### config.mk
export PLATFORM = sky130hd
export DESIGN_NAME = alu_seq_flat
export DESIGN_NICKNAME = d
export VERILOG_FILES = /design/src/rtl/alu_seq_if.sv /design/src/rtl/alu_seq.sv /design/src/flat_wrapper.sv
export SDC_FILE = /design/constraint.sdc
export NUM_CORES = 1
export LEC_CHECK = 0
export CELL_PAD_IN_SITES_DETAIL_PLACEMENT = 1
export CELL_PAD_IN_SITES_GLOBAL_PLACEMENT = 1
export CORE_MARGIN = 4
export CORE_UTILIZATION = 25
export CTS_BUF_LIST = sky130_fd_sc_hd__clkbuf_4 sky130_fd_sc_hd__clkbuf_8
export DETAILED_ROUTE_END_ITERATION = 16
export PLACE_DENSITY_LB_ADDON = 0.12
export SLEW_MARGIN = 10
export SYNTH_ARGS = -nofsm -noshare
export SYNTH_HDL_FRONTEND = slang
export SYNTH_SLANG_ARGS = --single-unit
### constraint.sdc
create_clock -name clk -period 2.3 [get_ports clk]
set_input_delay 0.575 -clock clk [delete_from_list [all_inputs] [get_ports clk]]
set_output_delay 0.575 -clock clk [all_outputs]
set_load 0.05 [all_outputs]
### src/rtl/alu_seq_if.sv
// Operand/opcode request and result/status bundle for alu_seq.
`timescale 1ns/1ps
interface alu_seq_if #(
  parameter int WIDTH = 8
);
  logic             start;
  logic [WIDTH-1:0] a;
  logic [WIDTH-1:0] b;
  logic [3:0]       operation;
  logic             c_in;
  logic             busy;
  logic             done;
  logic [WIDTH-1:0] result;
  logic [WIDTH-1:0] result_hi;
  logic             c_out;
  logic             zero;
  logic             overflow;

  // Requester side: drives operands, observes handshake and results
  modport master (
    output start, a, b, operation, c_in,
    input  busy, done, result, result_hi, c_out, zero, overflow
  );

  // ALU side: consumes operands, produces handshake and results
  modport slave (
    input  start, a, b, operation, c_in,
    output busy, done, result, result_hi, c_out, zero, overflow
  );
endinterface

### src/rtl/alu_seq.sv
// Registered WIDTH-bit ALU with start/busy/done handshake and a
// multi-cycle shift-add multiplier (opcode 1100) giving a 2*WIDTH product.
`timescale 1ns/1ps
module alu_seq #(
  parameter int WIDTH = 8
) (
  input  logic      clk,
  input  logic      rst,
  alu_seq_if.slave  bus
);

  localparam int CW = $clog2(WIDTH) + 1;
  localparam logic [WIDTH-1:0] ZERO_W = {WIDTH{1'b0}};
  localparam logic [WIDTH-1:0] ONE_W  = {{(WIDTH-1){1'b0}}, 1'b1};
  localparam logic [3:0]       OP_MUL = 4'b1100;

  typedef enum logic [1:0] {
    ST_IDLE = 2'd0,
    ST_MUL  = 2'd1,
    ST_FIN  = 2'd2
  } state_t;

  state_t             state_r, state_nx_s;
  logic [2*WIDTH-1:0] acc_r;
  logic [WIDTH-1:0]   mcand_r;
  logic [CW-1:0]      cnt_r;
  logic [WIDTH:0]     sum_s;
  logic               last_s;
  logic               mul_start_s;

  logic [WIDTH-1:0]   alu_res_s;
  logic               alu_cout_s;
  logic               alu_ovf_s;
  logic [WIDTH:0]     wide_s;

  logic               busy_r, busy_nx_s;
  logic               done_r, done_nx_s;
  logic [WIDTH-1:0]   result_r, result_nx_s;
  logic [WIDTH-1:0]   result_hi_r, result_hi_nx_s;
  logic               c_out_r, c_out_nx_s;
  logic               zero_r, zero_nx_s;
  logic               overflow_r, overflow_nx_s;

  assign mul_start_s = bus.start && (bus.operation == OP_MUL);
  assign last_s      = (cnt_r == CW'(WIDTH - 1));

  // Single-cycle opcodes evaluated straight from the operands seen on the start edge
  always_comb begin
    alu_res_s  = ZERO_W;
    alu_cout_s = 1'b0;
    alu_ovf_s  = 1'b0;
    wide_s     = {(WIDTH+1){1'b0}};
    case (bus.operation)
      4'b0000: alu_res_s = bus.a & bus.b;
      4'b0001: alu_res_s = bus.a | bus.b;
      4'b0010: alu_res_s = ~(bus.a & bus.b);
      4'b0011: alu_res_s = ~(bus.a | bus.b);
      4'b0100: alu_res_s = bus.a ^ bus.b;
      4'b0101: alu_res_s = ~(bus.a ^ bus.b);
      4'b0110: alu_res_s = ~bus.a;
      4'b0111: alu_res_s = ~bus.b;
      4'b1000: begin
        alu_res_s  = ZERO_W - bus.a;
        alu_cout_s = (bus.a == ZERO_W);
      end
      4'b1001: begin
        alu_res_s  = ZERO_W - bus.b;
        alu_cout_s = (bus.b == ZERO_W);
      end
      4'b1010: begin
        wide_s     = {1'b0, bus.a} + {1'b0, bus.b} + {ZERO_W, bus.c_in};
        alu_res_s  = wide_s[WIDTH-1:0];
        alu_cout_s = wide_s[WIDTH];
        alu_ovf_s  = (bus.a[WIDTH-1] == bus.b[WIDTH-1]) &&
                     (alu_res_s[WIDTH-1] != bus.a[WIDTH-1]);
      end
      4'b1011: begin
        alu_res_s  = bus.a - bus.b;
        alu_cout_s = (bus.a < bus.b);
        alu_ovf_s  = (bus.a[WIDTH-1] != bus.b[WIDTH-1]) &&
                     (alu_res_s[WIDTH-1] != bus.a[WIDTH-1]);
      end
      4'b1101: begin
        alu_res_s  = bus.b - bus.a;
        alu_cout_s = (bus.b < bus.a);
        alu_ovf_s  = (bus.a[WIDTH-1] != bus.b[WIDTH-1]) &&
                     (alu_res_s[WIDTH-1] != bus.b[WIDTH-1]);
      end
      4'b1110: begin
        wide_s     = {1'b0, bus.a} + {1'b0, ONE_W};
        alu_res_s  = wide_s[WIDTH-1:0];
        alu_cout_s = wide_s[WIDTH];
        alu_ovf_s  = !bus.a[WIDTH-1] && alu_res_s[WIDTH-1];
      end
      4'b1111: begin
        alu_res_s  = bus.a - ONE_W;
        alu_cout_s = (bus.a == ZERO_W);
        alu_ovf_s  = bus.a[WIDTH-1] && !alu_res_s[WIDTH-1];
      end
      default: begin
        alu_res_s  = ZERO_W;
        alu_cout_s = 1'b0;
        alu_ovf_s  = 1'b0;
      end
    endcase
  end

  // Partial sum for one shift-add step; keeps the carry as bit WIDTH
  always_comb begin
    if (acc_r[0]) begin
      sum_s = {1'b0, acc_r[2*WIDTH-1:WIDTH]} + {1'b0, mcand_r};
    end else begin
      sum_s = {1'b0, acc_r[2*WIDTH-1:WIDTH]};
    end
  end

  // State register
  always_ff @(posedge clk or posedge rst) begin
    if (rst) begin
      state_r <= ST_IDLE;
    end else begin
      state_r <= state_nx_s;
    end
  end

  // Next-state logic
  always_comb begin
    state_nx_s = state_r;
    case (state_r)
      ST_IDLE: begin
        if (mul_start_s) begin
          state_nx_s = ST_MUL;
        end else begin
          state_nx_s = ST_IDLE;
        end
      end
      ST_MUL: begin
        if (last_s) begin
          state_nx_s = ST_FIN;
        end else begin
          state_nx_s = ST_MUL;
        end
      end
      ST_FIN:  state_nx_s = ST_IDLE;
      default: state_nx_s = ST_IDLE;
    endcase
  end

  // Output logic: next values of the registered outputs; they hold unless updated
  always_comb begin
    busy_nx_s      = busy_r;
    done_nx_s      = 1'b0;
    result_nx_s    = result_r;
    result_hi_nx_s = result_hi_r;
    c_out_nx_s     = c_out_r;
    zero_nx_s      = zero_r;
    overflow_nx_s  = overflow_r;
    case (state_r)
      ST_IDLE: begin
        if (bus.start) begin
          if (bus.operation == OP_MUL) begin
            busy_nx_s = 1'b1;
          end else begin
            done_nx_s      = 1'b1;
            result_nx_s    = alu_res_s;
            result_hi_nx_s = ZERO_W;
            c_out_nx_s     = alu_cout_s;
            zero_nx_s      = (alu_res_s == ZERO_W);
            overflow_nx_s  = alu_ovf_s;
          end
        end else begin
          busy_nx_s = 1'b0;
        end
      end
      ST_MUL: begin
        if (last_s) begin
          busy_nx_s = 1'b0;
        end else begin
          busy_nx_s = 1'b1;
        end
      end
      ST_FIN: begin
        busy_nx_s      = 1'b0;
        done_nx_s      = 1'b1;
        result_nx_s    = acc_r[WIDTH-1:0];
        result_hi_nx_s = acc_r[2*WIDTH-1:WIDTH];
        c_out_nx_s     = (acc_r[2*WIDTH-1:WIDTH] != ZERO_W);
        zero_nx_s      = (acc_r == {(2*WIDTH){1'b0}});
        overflow_nx_s  = 1'b0;
      end
      default: begin
        busy_nx_s = 1'b0;
        done_nx_s = 1'b0;
      end
    endcase
  end

  // Output registers; reset clears everything so an aborted multiply leaves no trace
  always_ff @(posedge clk or posedge rst) begin
    if (rst) begin
      busy_r      <= 1'b0;
      done_r      <= 1'b0;
      result_r    <= ZERO_W;
      result_hi_r <= ZERO_W;
      c_out_r     <= 1'b0;
      zero_r      <= 1'b0;
      overflow_r  <= 1'b0;
    end else begin
      busy_r      <= busy_nx_s;
      done_r      <= done_nx_s;
      result_r    <= result_nx_s;
      result_hi_r <= result_hi_nx_s;
      c_out_r     <= c_out_nx_s;
      zero_r      <= zero_nx_s;
      overflow_r  <= overflow_nx_s;
    end
  end

  // Multiplier datapath: multiplier in the low half, partial product shifts in from the top
  always_ff @(posedge clk or posedge rst) begin
    if (rst) begin
      acc_r   <= {(2*WIDTH){1'b0}};
      mcand_r <= ZERO_W;
      cnt_r   <= {CW{1'b0}};
    end else begin
      case (state_r)
        ST_IDLE: begin
          if (mul_start_s) begin
            acc_r   <= {ZERO_W, bus.b};
            mcand_r <= bus.a;
            cnt_r   <= {CW{1'b0}};
          end
        end
        ST_MUL: begin
          acc_r <= {sum_s, acc_r[WIDTH-1:1]};
          cnt_r <= cnt_r + {{(CW-1){1'b0}}, 1'b1};
        end
        default: begin
          cnt_r <= cnt_r;
        end
      endcase
    end
  end

  assign bus.busy      = busy_r;
  assign bus.done      = done_r;
  assign bus.result    = result_r;
  assign bus.result_hi = result_hi_r;
  assign bus.c_out     = c_out_r;
  assign bus.zero      = zero_r;
  assign bus.overflow  = overflow_r;

endmodule

### src/flat_wrapper.sv
// flat-port wrapper written by rule: the top's interface ports become plain ports
module alu_seq_flat 
#(
  parameter int WIDTH = 8
)
  (clk, rst, bus_start, bus_a, bus_b, bus_operation, bus_c_in, bus_busy, bus_done, bus_result, bus_result_hi, bus_c_out, bus_zero, bus_overflow);
  alu_seq_if #(.WIDTH(WIDTH)) bus_i ();
  input  logic clk;
  input  logic rst;
  input wire logic [$bits(bus_i.start)-1:0] bus_start;
  input wire logic [$bits(bus_i.a)-1:0] bus_a;
  input wire logic [$bits(bus_i.b)-1:0] bus_b;
  input wire logic [$bits(bus_i.operation)-1:0] bus_operation;
  input wire logic [$bits(bus_i.c_in)-1:0] bus_c_in;
  output wire logic [$bits(bus_i.busy)-1:0] bus_busy;
  output wire logic [$bits(bus_i.done)-1:0] bus_done;
  output wire logic [$bits(bus_i.result)-1:0] bus_result;
  output wire logic [$bits(bus_i.result_hi)-1:0] bus_result_hi;
  output wire logic [$bits(bus_i.c_out)-1:0] bus_c_out;
  output wire logic [$bits(bus_i.zero)-1:0] bus_zero;
  output wire logic [$bits(bus_i.overflow)-1:0] bus_overflow;
  assign bus_i.start = bus_start;
  assign bus_i.a = bus_a;
  assign bus_i.b = bus_b;
  assign bus_i.operation = bus_operation;
  assign bus_i.c_in = bus_c_in;
  assign bus_busy = bus_i.busy;
  assign bus_done = bus_i.done;
  assign bus_result = bus_i.result;
  assign bus_result_hi = bus_i.result_hi;
  assign bus_c_out = bus_i.c_out;
  assign bus_zero = bus_i.zero;
  assign bus_overflow = bus_i.overflow;
  alu_seq #(.WIDTH(WIDTH)) u_core (.clk(clk), .rst(rst), .bus(bus_i));
endmodule
==> results.sh, run 1 <==
export IMPL_fin_crit_sh=1.19
export IMPL_cts_sinks=51
export IMPL_drc=0
export IMPL_cap_violations=0
export IMPL_multi_input_area_um2=4370
export IMPL_regArea_um2=1280
export IMPL_powerDensity_nw_per_um2=611
export IMPL_worstPathMaxFanout=5
export IMPL_synth_cell_types=74
export IMPL_rr_worst_depth=10
export IMPL_vdd_drop_max_mv=0.339
export IMPL_r2r_start="u_core.mcand_r[0]$_DFFE_PP0P_"
export IMPL_synth_ff_type="dfrtp_1"
export IMPL_cts_tree="built"
export IMPL_dr_pass1_iters=5
export IMPL_n_antenna_cell=0
export IMPL_die_area_um2=23700
export IMPL_gp_congestion=0.918
export IMPL_die_y_um=154
export IMPL_syn_nets=740
export IMPL_synth_edf_count=0
export IMPL_clock_path_buffers=2
export IMPL_fill_cells=2463
export IMPL_synth_top_cell_by_area="dfrtp_1"
export IMPL_hold_class="flop to flop"
export IMPL_synth_area_per_cell_um2=8.03
export IMPL_outcome="complete, but fails checks"
export IMPL_finalHoldViolCount=0
export IMPL_leakagePower_nw=3.80
export IMPL_gr_total_overflow=0
export IMPL_total_power_mw=5.29
export IMPL_synthArstFlopShare=1.00
export IMPL_yosysWarnings=0
export IMPL_area_growth_pct=62.8
export IMPL_nets=977
export IMPL_vias=6134
export IMPL_wl_per_cell_um=21.4
export IMPL_finalCriticalPeriod_ps=2730
export IMPL_drv_slew=0
export IMPL_syn_area_um2=5320
export IMPL_finalSetupViolations=11
export IMPL_skew_ps=17.1
export IMPL_rrSetupSlack_ps=170
export IMPL_seq_area_frac_synth=0.240
export IMPL_start_util=0.254
export IMPL_die_x_um=154
export IMPL_grt_max_degree=41
export IMPL_dpl_cell_area_um2=7450
export IMPL_routed_via_density=5.22
export IMPL_track_usage=0.208
export IMPL_r2r_end="u_core.acc_r[15]$_DFFE_PP0P_"
export IMPL_critPathLaunch="bus_operation[2]"
export IMPL_synth_top_cell_area_share=0.240
export IMPL_pin_count=45
export IMPL_antenna_found_initial=0
export IMPL_grt_pass1_vias=6607
export IMPL_fmax_mhz=366
export IMPL_worstPathArrival_ps=2960
export IMPL_htreeDepth=2
export IMPL_synthCells=663
export IMPL_drive_gt1_frac=0.438
export IMPL_rows=53
export IMPL_hpwl_um=19600
export IMPL_holdWs_ps=507
export IMPL_cp_data_required_time_ps=2530
export IMPL_grt_pass1_wl_um=38800
export IMPL_routed_wl_um=25100
export IMPL_max_slew_worst_pin_slew_ps=572
export IMPL_crit_type="primary input to flop"
export IMPL_path_clk_slew_ps=110
export IMPL_violations="setup timing"
export IMPL_rsz0062_at_grt="yes"
export IMPL_setup_ws_ps=-431
export IMPL_coreArea_um2=21000
export IMPL_yosys_register_bits=51
export IMPL_cts_buffers=5
export IMPL_drt_iter0_markers=333
export IMPL_io_buffers=44
export IMPL_worstSkewPairLatency_ps=320
export IMPL_crit_path_end_kind="flop"
export IMPL_synthTopCellsByArea="dfrtp_1 (24%), ha_1 (11%), o21ai_0 (6.0%)"
export IMPL_critical_path_endpoint="u_core.bus.zero$_DFFE_PP0P_"
export IMPL_cts_root_buf="clkbuf_8"
export IMPL_detail_route_antenna_nets=0
export IMPL_relSlewSlack=0.616
export IMPL_fin_area_um2=8660
export IMPL_start_kind="primary input"
==> report_power, final <==
part           switching [mW]  internal, mW  total (mW)
combinational            1.77          1.44        3.22
sequential              0.297          1.20        1.50
clock                   0.355         0.225       0.580
total                    2.43          2.87        5.29
==> cells by family after synthesis <==
family / share of synthesized area
AOI/OAI and AO/OA: 0.271
and+or+nand+nor: 0.197
buffers and inverters: 0.0717
adders and majority gates: 0.132
DFF: 0.240
xor gates and xnor gates: 0.0458
muxes: 0.0430
==> Yosys cell counts, types with 11 or more instances <==
cell / number
o21ai_0: 64
dfrtp_1: 51
nand2_1: 50
a21oi_1: 48
ha_1: 48
nor2_1: 42
inv_1: 41
clkbuf_1: 27
xnor2_1: 23
nand3_1: 20
nor2b_1: 18
nor3_1: 18
mux2i_1: 15
buf_2: 13
a22oi_1: 11
a31oi_1: 11
==> worst max-delay path, stage by stage <==
cell and delay [ps]:
buf_12 110, nor4bb_4 340, buf_12 170, nor2_4 40, a21oi_4 150, ha_4 230
a22oi_2 160, o32ai_2 90, a211o_1 260, a211o_1 350, nor2_2 130, nand4_1 100
o31ai_2 240
==> flip-flops by register name (all words and copies together) (netlist names) <==
| register | count |
|---|---|
| u_core.acc_r | 16 |
| u_core.bus.result | 8 |
| u_core.bus.result_hi | 8 |
| u_core.mcand_r | 8 |
| u_core.cnt_r | 4 |
| u_core.state_r | 2 |
| u_core.bus.busy | 1 |
| u_core.bus.c_out | 1 |
| u_core.bus.done | 1 |
| u_core.bus.overflow | 1 |
| u_core.bus.zero | 1 |
==> what timing repair did <==
item / in CTS / in global routing
setup buffers: 39 / 15
pin swaps: 73 / 65
setup endpoints to repair: 47 / 14
hold buffers: 0 / 0
gates resized for setup: 211 / 68
==> final cells by class <==
class	instances	area share
Sequential cell	51	0.147
Clock inverter	3	0.00318
Clock buffer	5	0.00794
Timing Repair Buffer	276	0.276
Tap cell	275	0.0397
Inverter	41	0.0207
Multi-Input combinational cell	525	0.505
==> cells in the final DEF (no fill, tap or decap), types with 7 or more instances in the layout <==
master and instances:
a21o_1 7, a21oi_1 30, a21oi_2 17, a22o_1 10, a22oi_1 10, a31oi_1 8, buf_12 10, buf_4 199
buf_6 29, clkdlybuf4s50_1 24, dfrtp_1 51, ha_1 29, ha_4 13, inv_1 23, inv_2 13, mux2i_1 14
nand2_1 49, nand2b_1 9, nand3_1 19, nand4_1 7, nor2_1 34, nor2b_1 12, nor3_1 14, o21ai_0 48
o21ai_1 10, xnor2_1 19
==> through the flow <==
| stage | TNS, ps | util | cells | setup WS [ps] |
|---|---|---|---|---|
| after floorplan | -2440 | - | 663 | -591 |
| after global placement | -28980 | 0.356 | 1123 | -1310 |
| after detailed placement | -30370 | 0.356 | 1123 | -1410 |
| after CTS | -2280 | 0.399 | 1167 | -436 |
| after global routing | -3280 | 0.413 | 1176 | -545 |
| final | -2360 | 0.413 | 1176 | -431 |
==> how the worst min path moves through the flow <==
stage	startpoint	endpoint	depth (start not counted)
finish	u_core.mcand_r[6]$_DFFE_PP0P_	u_core.mcand_r[6]$_DFFE_PP0P_	2
global route	u_core.bus.result_hi[0]$_DFFE_PP0P_	u_core.bus.result_hi[0]$_DFFE_PP0P_	1
CTS	u_core.mcand_r[6]$_DFFE_PP0P_	u_core.mcand_r[6]$_DFFE_PP0P_	2
detailed placement	u_core.mcand_r[6]$_DFFE_PP0P_	u_core.mcand_r[6]$_DFFE_PP0P_	2
global placement	u_core.cnt_r[3]$_DFFE_PP0P_	u_core.cnt_r[3]$_DFFE_PP0P_	1
floorplan	u_core.cnt_r[3]$_DFFE_PP0P_	u_core.cnt_r[3]$_DFFE_PP0P_	1
==> metal layers <==
layer	routed length [um]	track usage	up-vias
li1	-	-	2891
met1	11600	0.281	3092
met2	12300	0.363	113
met3	633	0.0152	38
met4	569	0.0513	0
met5	0	0	-
No activity file was read; power rests on OpenSTA's default activity.
==> run 2: changes to the inputs <==
--- a/config.mk
+++ b/config.mk
@@ -12,6 +12,7 @@
 export CTS_BUF_LIST = sky130_fd_sc_hd__clkbuf_4 sky130_fd_sc_hd__clkbuf_8
 export DETAILED_ROUTE_END_ITERATION = 16
 export PLACE_DENSITY_LB_ADDON = 0.12
+export RECOVER_POWER = 100
 export SLEW_MARGIN = 10
 export SYNTH_ARGS = -nofsm -noshare
 export SYNTH_HDL_FRONTEND = slang
==> results.sh, run 2 (synthesis results as in run 1) <==
export IMPL_outcome="complete, but fails checks"
export IMPL_violations="setup timing"
export IMPL_pin_count=45
export IMPL_die_y_um=154
export IMPL_start_kind="primary input"
export IMPL_die_x_um=154
export IMPL_cts_buffers=5
export IMPL_max_slew_worst_pin_slew_ps=587
export IMPL_grt_max_degree=41
export IMPL_hpwl_um=19600
export IMPL_grt_pass1_vias=6607
export IMPL_track_usage=0.208
export IMPL_rsz0062_at_grt="yes"
export IMPL_setup_ws_ps=-417
export IMPL_final_common_cell="buf_4"
export IMPL_fin_area_um2=8610
export IMPL_cts_sinks=51
export IMPL_die_area_um2=23700
export IMPL_hold_buffers=0
export IMPL_crit_path_end_kind="flop"
export IMPL_hold_class="flop to flop"
export IMPL_crit_type="primary input to flop"
export IMPL_drc=0
export IMPL_regArea_um2=1280
export IMPL_total_power_mw=5.28
export IMPL_io_buffers=44
export IMPL_rows=53
export IMPL_layout_common_cells="buf_4 (195), dfrtp_1 (51), nand2_1 (49), o21ai_0 (48), nor2_1 (34)"
export IMPL_fmax_mhz=368
export IMPL_routed_via_density=5.19
export IMPL_pre_cts_ws_ps=-1410
export IMPL_vias=6106
export IMPL_dr_pass1_iters=5
export IMPL_finalHoldViolCount=0
export IMPL_grt_pass1_wl_um=38800
export IMPL_fin_crit_sh=1.18
export IMPL_relSlewSlack=0.605
export IMPL_cts_tree="built"
export IMPL_worstPathArrival_ps=2950
export IMPL_vdd_drop_max_mv=0.333
export IMPL_nets=977
export IMPL_n_antenna_cell=0
export IMPL_area_growth_pct=61.8
export IMPL_gp_congestion=0.918
export IMPL_gr_total_overflow=0
export IMPL_leakagePower_nw=3.78
export IMPL_fill_cells=2469
export IMPL_dpl_cell_area_um2=7450
export IMPL_wl_per_cell_um=21.4
export IMPL_worstPathMaxFanout=5
export IMPL_finalCriticalPeriod_ps=2720
export IMPL_clock_path_buffers=2
export IMPL_routed_wl_um=25100
export IMPL_htreeDepth=2
export IMPL_detail_route_antenna_nets=0
export IMPL_cts_root_buf="clkbuf_8"
export IMPL_largest_reg_flops=16
export IMPL_antenna_found_initial=0
export IMPL_drt_iter0_markers=326
export IMPL_powerDensity_nw_per_um2=613
export IMPL_cap_violations=0
export IMPL_drv_slew=0
export IMPL_path_clk_slew_ps=110
export IMPL_multi_input_area_um2=4370
export IMPL_drive_gt1_frac=0.435
export IMPL_finalSetupViolations=17
export IMPL_top_register="u_core.acc_r"
export IMPL_cp_data_required_time_ps=2530
export IMPL_coreArea_um2=21000
export IMPL_start_util=0.254
export IMPL_skew_ps=16.6
export IMPL_setup_tns_ps=-2770
export IMPL_worstSkewPairLatency_ps=330
## run 2: path summary, 6_finish.rpt
path,from,end,slack (ps),cells after the start
max,bus_operation[2],u_core.bus.zero$_DFFE_PP0P_,-420,13
min,u_core.mcand_r[6]$_DFFE_PP0P_,u_core.mcand_r[6]$_DFFE_PP0P_,510,2
max reg2reg,u_core.mcand_r[0]$_DFFE_PP0P_,u_core.acc_r[15]$_DFFE_PP0P_,170,10
min reg2reg,u_core.mcand_r[6]$_DFFE_PP0P_,u_core.mcand_r[6]$_DFFE_PP0P_,510,2
max in group asynchronous,rst,u_core.bus.result[2]$_DFFE_PP0P_,610,3
min in group asynchronous,rst,u_core.acc_r[5]$_DFFE_PP0P_,710,2
## run 2: metrics by stage
stage | hold WS, ps | std cells | util
finish | 507 | 1176 | 0.411
CTS | 509 | 1167 | 0.399
global route | 527 | 1176 | 0.411
floorplan | 434 | 663 | -
global placement | 453 | 1123 | 0.356
detailed placement | 481 | 1123 | 0.356
## run 2: per-layer routing
metal	share of wire	wire, um	GRT usage	vias to the layer above
li1	-	-	-	2888
met1	0.46	11600	0.281	3073
met5	0	0	0	-
met3	0.023	581	0.0152	34
met2	0.49	12400	0.363	111
met4	0.021	535	0.0513	0
## run 2: where the power goes
| part | total [mW] | switching (mW) | internal, mW |
|---|---|---|---|
| Clock | 0.584 | 0.359 | 0.225 |
| Sequential | 1.50 | 0.296 | 1.20 |
| Combinational | 3.20 | 1.77 | 1.43 |
## run 2: timing repair
| item | in CTS | in global routing |
|---|---|---|
| pin swaps | 73 | 65 |
| endpoints found under the setup margin | 47 | 14 |
| gates resized for setup | 211 | 68 |
| setup buffers | 39 | 15 |
## run 2: layout make-up
type,count,area share
timing repair buffer,276,0.272
inverter,41,0.0208
tap,275,0.0399
clock inverter,3,0.00320
clock buffer,5,0.00799
sequential,51,0.148
multi-input combinational,525,0.508
## run 2: critical path, cell delays in order
cell and delay, ps:
buf_12 110, nor4bb_4 340, buf_12 170, nor2_4 40
a21oi_4 150, ha_4 230, a22oi_2 160, o32ai_2 90
a211o_1 260, a211o_1 340, nor2_2 130, nand4_1 100
o31ai_2 240
